<file path="config.mk">
export PLATFORM = sky130hd
export DESIGN_NAME = vm_controller
export DESIGN_NICKNAME = d
export VERILOG_FILES = /design/src/rtl/vm_pkg.sv /design/src/rtl/vm_dispense_timer.sv /design/src/rtl/vm_controller.sv
export SDC_FILE = /design/constraint.sdc
export NUM_CORES = 1
export LEC_CHECK = 0
export ABC_CLOCK_PERIOD_IN_PS = 3150
export CAP_MARGIN = 40
export CORE_MARGIN = 4
export CORE_UTILIZATION = 47
export CTS_BUF_LIST = sky130_fd_sc_hd__clkbuf_16
export CTS_CLUSTER_SIZE = 28
export DETAILED_ROUTE_END_ITERATION = 7
export GPL_TIMING_DRIVEN = 0
export PLACE_DENSITY = 0.82
export SETUP_SLACK_MARGIN = 0.4
export SYNTH_ARGS = -nofsm -noshare
export SYNTH_HDL_FRONTEND = slang
export SYNTH_SLANG_ARGS = --single-unit
</file>
<file path="constraint.sdc">
create_clock -name i_clk -period 3.15 [get_ports i_clk]
set_input_delay 0.4725 -clock i_clk [delete_from_list [all_inputs] [get_ports i_clk]]
set_output_delay 0.4725 -clock i_clk [all_outputs]
set_load 0.01 [all_outputs]
</file>
<file path="src/rtl/vm_pkg.sv">
// Shared types and constants for the vending-machine controller.
// Money values are in 5-cent units.
package vm_pkg;

    localparam int SUM_W = 3;

    localparam logic [3:0] NICKEL_VAL  = 4'd1;
    localparam logic [3:0] DIME_VAL    = 4'd2;
    localparam logic [3:0] QUARTER_VAL = 4'd5;

    typedef enum logic [2:0] {
        CLEAR   = 3'd0,
        COLLECT = 3'd1,
        VEND    = 3'd2,
        CHANGE  = 3'd3,
        REFUND  = 3'd4
    } vm_state_t;

endpackage

</file>
<file path="src/rtl/vm_dispense_timer.sv">
// Loadable down-counter that times the dispense pulse.
// o_last marks the final active cycle so the controller can leave VEND on time.
module vm_dispense_timer #(
    parameter int DISP_CYCLES = 4
) (
    input  logic i_clk,
    input  logic i_rst,
    input  logic i_start,
    output logic o_active,
    output logic o_last
);

    localparam int CNT_W = $clog2(DISP_CYCLES + 1);
    localparam logic [CNT_W-1:0] LOAD_V = CNT_W'(DISP_CYCLES);

    logic [CNT_W-1:0] cnt_r;

    // Counter: load on start, count down to zero, then hold.
    always_ff @(posedge i_clk) begin
        if (i_rst) begin
            cnt_r <= '0;
        end else if (i_start) begin
            cnt_r <= LOAD_V;
        end else if (cnt_r != '0) begin
            cnt_r <= cnt_r - CNT_W'(1);
        end else begin
            cnt_r <= cnt_r;
        end
    end

    assign o_active = (cnt_r != '0);
    assign o_last   = (cnt_r == CNT_W'(1));

endmodule

</file>
<file path="src/rtl/vm_controller.sv">
// Vending-machine sequencing FSM: coin decode, sum_register loading,
// dispense timing and change/refund handshake. VM_QUARTER_EN enables the quarter input.
module vm_controller
    import vm_pkg::*;
#(
    parameter int PRICE       = 3,
    parameter int DISP_CYCLES = 4
) (
    input  logic             i_clk,
    input  logic             i_rst,
    input  logic             i_nickel,
    input  logic             i_dime,
    input  logic             i_quarter,
    input  logic             i_cancel,
    input  logic             i_change_ack,
    input  logic [SUM_W-1:0] i_sum,
    output logic             o_sum_ld,
    output logic [SUM_W-1:0] o_sum_next,
    output logic             o_dispense,
    output logic [SUM_W-1:0] o_change,
    output logic             o_change_vld,
    output logic             o_coin_reject,
    output logic             o_busy
);

    localparam logic [SUM_W-1:0] PRICE_V = SUM_W'(PRICE);

    vm_state_t  state_r;
    vm_state_t  state_s;
    logic       coin_rej_s;
    logic       coin_rej_r;
    logic       timer_start_s;
    logic       timer_active_s;
    logic       timer_last_s;
    logic [1:0] coin_cnt_s;
    logic [3:0] coin_val_s;
    logic [3:0] coin_sum_s;
    logic       any_coin_s;
    logic       quarter_s;

`ifdef VM_QUARTER_EN
    assign quarter_s = i_quarter;
`else
    logic unused_quarter_s;
    assign unused_quarter_s = i_quarter;
    assign quarter_s        = 1'b0;
`endif

    // Coin decode: pulse count and the value of the single coin when exactly one is present.
    always_comb begin
        coin_cnt_s = {1'b0, i_nickel} + {1'b0, i_dime} + {1'b0, quarter_s};
        coin_val_s = (i_nickel  ? NICKEL_VAL  : 4'd0)
                   | (i_dime    ? DIME_VAL    : 4'd0)
                   | (quarter_s ? QUARTER_VAL : 4'd0);
        coin_sum_s = {1'b0, i_sum} + coin_val_s;
        any_coin_s = (coin_cnt_s != 2'd0);
    end

    // Next-state and Moore/Mealy outputs; coins outside COLLECT are refused by default.
    always_comb begin
        state_s       = state_r;
        o_sum_ld      = 1'b0;
        o_sum_next    = 3'd0;
        o_dispense    = 1'b0;
        o_change      = 3'd0;
        o_change_vld  = 1'b0;
        coin_rej_s    = any_coin_s;
        timer_start_s = 1'b0;
        case (state_r)
            CLEAR: begin
                o_sum_ld   = 1'b1;
                o_sum_next = 3'd0;
                state_s    = COLLECT;
            end
            COLLECT: begin
                if (i_sum >= PRICE_V) begin
                    state_s       = VEND;
                    timer_start_s = 1'b1;
                end else if (i_cancel && (i_sum != 3'd0)) begin
                    state_s = REFUND;
                end else if (coin_cnt_s == 2'd1) begin
                    if (coin_sum_s <= 4'd7) begin
                        o_sum_ld   = 1'b1;
                        o_sum_next = coin_sum_s[2:0];
                        coin_rej_s = 1'b0;
                    end else begin
                        coin_rej_s = 1'b1;
                    end
                end else begin
                    coin_rej_s = any_coin_s;
                end
            end
            VEND: begin
                o_dispense = timer_active_s;
                // A stalled timer must never trap the FSM in VEND.
                if (timer_last_s || !timer_active_s) begin
                    if (i_sum > PRICE_V) begin
                        state_s = CHANGE;
                    end else begin
                        state_s = CLEAR;
                    end
                end else begin
                    state_s = VEND;
                end
            end
            CHANGE: begin
                o_change     = i_sum - PRICE_V;
                o_change_vld = 1'b1;
                if (i_change_ack) begin
                    state_s = CLEAR;
                end else begin
                    state_s = CHANGE;
                end
            end
            REFUND: begin
                o_change     = i_sum;
                o_change_vld = 1'b1;
                if (i_change_ack) begin
                    state_s = CLEAR;
                end else begin
                    state_s = REFUND;
                end
            end
            default: begin
                state_s = CLEAR;
            end
        endcase
    end

    // State and reject-pulse registers.
    always_ff @(posedge i_clk) begin
        if (i_rst) begin
            state_r    <= CLEAR;
            coin_rej_r <= 1'b0;
        end else begin
            state_r    <= state_s;
            coin_rej_r <= coin_rej_s;
        end
    end

    assign o_coin_reject = coin_rej_r;
    assign o_busy        = (state_r != COLLECT);

    vm_dispense_timer #(
        .DISP_CYCLES (DISP_CYCLES)
    ) u_timer (
        .i_clk    (i_clk),
        .i_rst    (i_rst),
        .i_start  (timer_start_s),
        .o_active (timer_active_s),
        .o_last   (timer_last_s)
    );

endmodule

</file>
==> results.txt <==
- Overall routed net length: 1830 um
- The floorplan step set the die width to 44.6 um.
* CP peak stage delay: 280 ps
- Detailed-route via count: 663
- The critical path is of the input pin to output pin type.
- Cell types occupying the most area after synthesis: dfxtp_1, ha_1, inv_1
- The share of synthesized area in the top cell type comes to 22.3%.
* Top Ports: 21
- Pins Over Slew Limit: 0
- Antenna violations before repair: 0
- In this run the worst hold path is classified as flop to flop.
* Setup repair after global routing missed its margin: yes
- Mean Syn Cell Area: 8.37 sq um
- Post-synthesis cell type with the largest combined area: dfxtp_1
- Die Footprint: 0.00199 sq mm
- The repair_antennas step left the layout with diodes totalling 0.
- Synthesis inferred 7 register bits.
* Transition time of the tightest slew-check pin: 432 ps
- Violation count after the first detailed-routing iteration: 13
- Cell with the largest stage delay on the worst path: a211o_1
- Per report_power, the combinational group accounts for 41.1% of the total.
- Switching fraction of total power: 34.6%
* Maximum number of pins on one net before global-route repair: 11
- The final count of hold timing violations was 0.
- After the last flow step, the layout net total stands at 123.
* Power density over the cells: 663 mW/mm^2
- Final setup viols: 0
* Reg2Reg Depth: 6
- TritonCTS built the clock tree.
- Max-cap violations in this run came to 0.
* Most frequent cells in the layout: clkdlybuf4s50_1, inv_1, ha_1
- Summed over all cells, the static leakage comes to 0.435 nW.
- The first global-routing pass estimated 2950 um of wire.
* CP arrival: 2240 ps
* First-pass iteration count of the detailed router: 4
- In the global route stage, overall resource usage came out at 20.5%.
* Number of buffers inserted during clock tree synthesis: 3
- In this run the vertical extent of the chip is 44.6 um.
* Critical-path cell list: buf_2 > ha_1 > ha_1 > a211o_1 > a211oi_4 > buf_4 > buf_4 > and3_1 > clkdlybuf4s15_1
- In the routed layout, each cell is associated on average with a via count of 5.67.
- Largest clock skew in the final design: 2.69 ps
- CP endpoint kind: output pin
- The cell count after synthesis came out at 75.
- Req. time, crit path: 2680 ps
- In the final layout, the share of cells above drive strength 1 is 16.5%.
* Fraction of the yosys area taken by sequential cells: 22.3%
- Commonest non-fill, non-tap cell in the layout: clkdlybuf4s50_1
* Post-Syn Nets: 94
- Placed wire-length estimate after detailed placement: 1240 um
- Along the worst path, the maximum fanout reaches 8.
- Post-Place Cells: 107
- Number of nets still failing antenna checks after routing: 0
- Number of distinct library cell variants in the gate-level netlist after synthesis: 33
* Deepest clock path buffer count: 2
* Effective utilization at floorplan: 53.0%
- Internal power component: 407 uW
- In the synthesized netlist the dominant register cell turns out to be dfxtp_1.
* Number of stages on the worst hold path: 2
- In this run, flip-flops and latches consume 22.5% of the power.
- Net Sw Power: 216 uW
- Clock network power share: 36.4%
- Once layout is complete, the utilization of the core stands at 79.1%.
- Min Tclk post-route: 2710 ps
- Clock latency reported for the late side of the worst-skew pair: 240 ps
* Number of buffers inserted by port buffering: 18
- Dividing the final minimum period by the clock period gives 86.1%.
- Status: complete, no violations
* Average wire length per cell after detail routing: 15.7 um
- The floorplan step defined a core boundary enclosing 0.00119 sq mm.
- In this run the number of H-tree levels came out at 1.
- Critical Path Source Type: input pin
* Share of synthesized flip-flops with an asynchronous set or reset: 0%
- For this run, design rule violations remaining after detail routing come to 0.
* Clock transition at path regs: 40 ps
- The floorplan has 12 rows.
- The endpoint identified for the worst register-to-register timing path is o_coin_reject.
* Worst voltage drop across the vdd grid: 0.000357 V
* Beginning of the worst register-to-register path: state_r[2]
* Global route overflow: 0
- Worst setup path endpoint: o_sum_next[0]
* Critical Path Start: i_sum[0]
* Maximum clock frequency: 369 MHz
- The number of global-route vias before repair is 603.
- Internal reg-to-reg setup slack: 1590 ps
- Yosys printed 0 warnings.
- Clock sink count: 7
- Clock root buffer: clkbuf_16
- After the flow finishes, the layout carries non-filler instances totaling 117.
- After clock tree synthesis, the flow added hold-fix buffers numbering 0.
* Routability cong.: 0.773
- Fill count: 81
- The synthesized design contains 0 enable-type register cells.
* Layout-stage area growth over the synthesis result: 49.4%
- In this run the tightest slew margin relative to its limit is 71.1%.
- Mapped Area: 628 sq um
what timing repair did:
| action | in CTS | in global routing |
|---|---|---|
| gates resized for setup | 10 | 8 |
| pin swaps | 2 | 2 |
| endpoints found under the setup margin | 4 | 3 |
| buffers inserted | 4 | 2 |
worst min path at each step:
| stage | start | endpoint | slack (ps) |
|---|---|---|---|
| 4_1_cts | u_timer.cnt_r[1] | u_timer.cnt_r[1] | 520 |
| 3_3_place_gp | u_timer.cnt_r[1] | u_timer.cnt_r[1] | 490 |
| 2_1_floorplan | u_timer.cnt_r[1] | u_timer.cnt_r[1] | 480 |
| 3_5_place_dp | u_timer.cnt_r[1] | u_timer.cnt_r[1] | 520 |
| 5_1_grt | u_timer.cnt_r[1] | u_timer.cnt_r[1] | 570 |
| 6_report | u_timer.cnt_r[1] | u_timer.cnt_r[1] | 520 |
worst max-delay path, delay by kind of cell:
family / cells / cell delay [ps]
AO/OA/AOI/OAI: 2 / 540
adder cells (fa/ha/maj): 2 / 420
buffers and inverters: 4 / 640
AND/OR/NAND/NOR: 1 / 150
metrics by stage:
| step | setup TNS (ps) | setup slack, ps | hold WS (ps) | cell area [sq um] | power [mW] |
|---|---|---|---|---|---|
| detailed placement | -945 | -251 | 518 | 826 | 0.389 |
| CTS | 0 | 313 | 524 | 932 | 0.617 |
| global placement | -888 | -235 | 493 | 826 | 0.379 |
| finish | 0 | 438 | 518 | 938 | 0.623 |
| global route | 0 | 364 | 567 | 938 | 0.654 |
| floorplan | 0 | 891 | 477 | 628 | 0.300 |
area by class of cell:
type,count,area [sq um],area share (%)
plain buffers,2,8.76,0.933
clock buffers,3,75.1,8.00
clock inverters,1,3.75,0.400
inverters,9,33.8,3.60
multi-input cells,57,447,47.6
flip-flops and latches,7,140,14.9
well taps,14,17.5,1.87
repair buffers,24,213,22.7
Yosys cell counts (all sizes together) (2+ instances only):
library cell / instances
a211oi: 3
a21oi: 3
a22o: 2
a31oi: 2
and3: 3
clkbuf: 2
dfxtp: 7
ha: 8
inv: 9
nand2: 4
nand2b: 3
nor2: 5
nor3: 2
nor3b: 2
nor4: 2
o21ai: 2
or2: 2
cell families (layout without fill, tap and decap cells):
logic type                 after synthesis  count (layout)  share of synthesized area (%)
adders and majority gates                9               9                           19.1
buffers and inverters                   11              39                           6.57
muxes                                    1               1                           1.59
xor gates and xnor gates                 2               2                           2.79
DFF                                      7               7                           22.3
and+or+nand+nor                         28              28                           26.3
AOI/OAI and AO/OA                       17              17                           21.3
layer usage:
| metal | global-route usage (%) | vias to the layer above | part of all wire [%] |
|---|---|---|---|
| met3 | 5.28 | 7 | 5.2 |
| met2 | 32.1 | 25 | 50 |
| met5 | 0 | - | 0 |
| li1 | - | 321 | - |
| met1 | 26.0 | 310 | 43 |
| met4 | 9.64 | 0 | 2.3 |
state kept, by name, summed over array words and instances, names as in the netlist:
signal and flops:
state_r 3, o_coin_reject 1, u_timer.cnt_r 3
power by group through the flow:
stage	Sequential [mW]	Clock [mW]	Combinational, mW
2_1_floorplan	0.134	0	0.166
3_3_place_gp	0.138	0	0.241
3_5_place_dp	0.140	0	0.248
4_1_cts	0.139	0.226	0.252
5_1_grt	0.144	0.231	0.279
6_report	0.140	0.226	0.256
No activity file was read; power rests on OpenSTA's default activity.
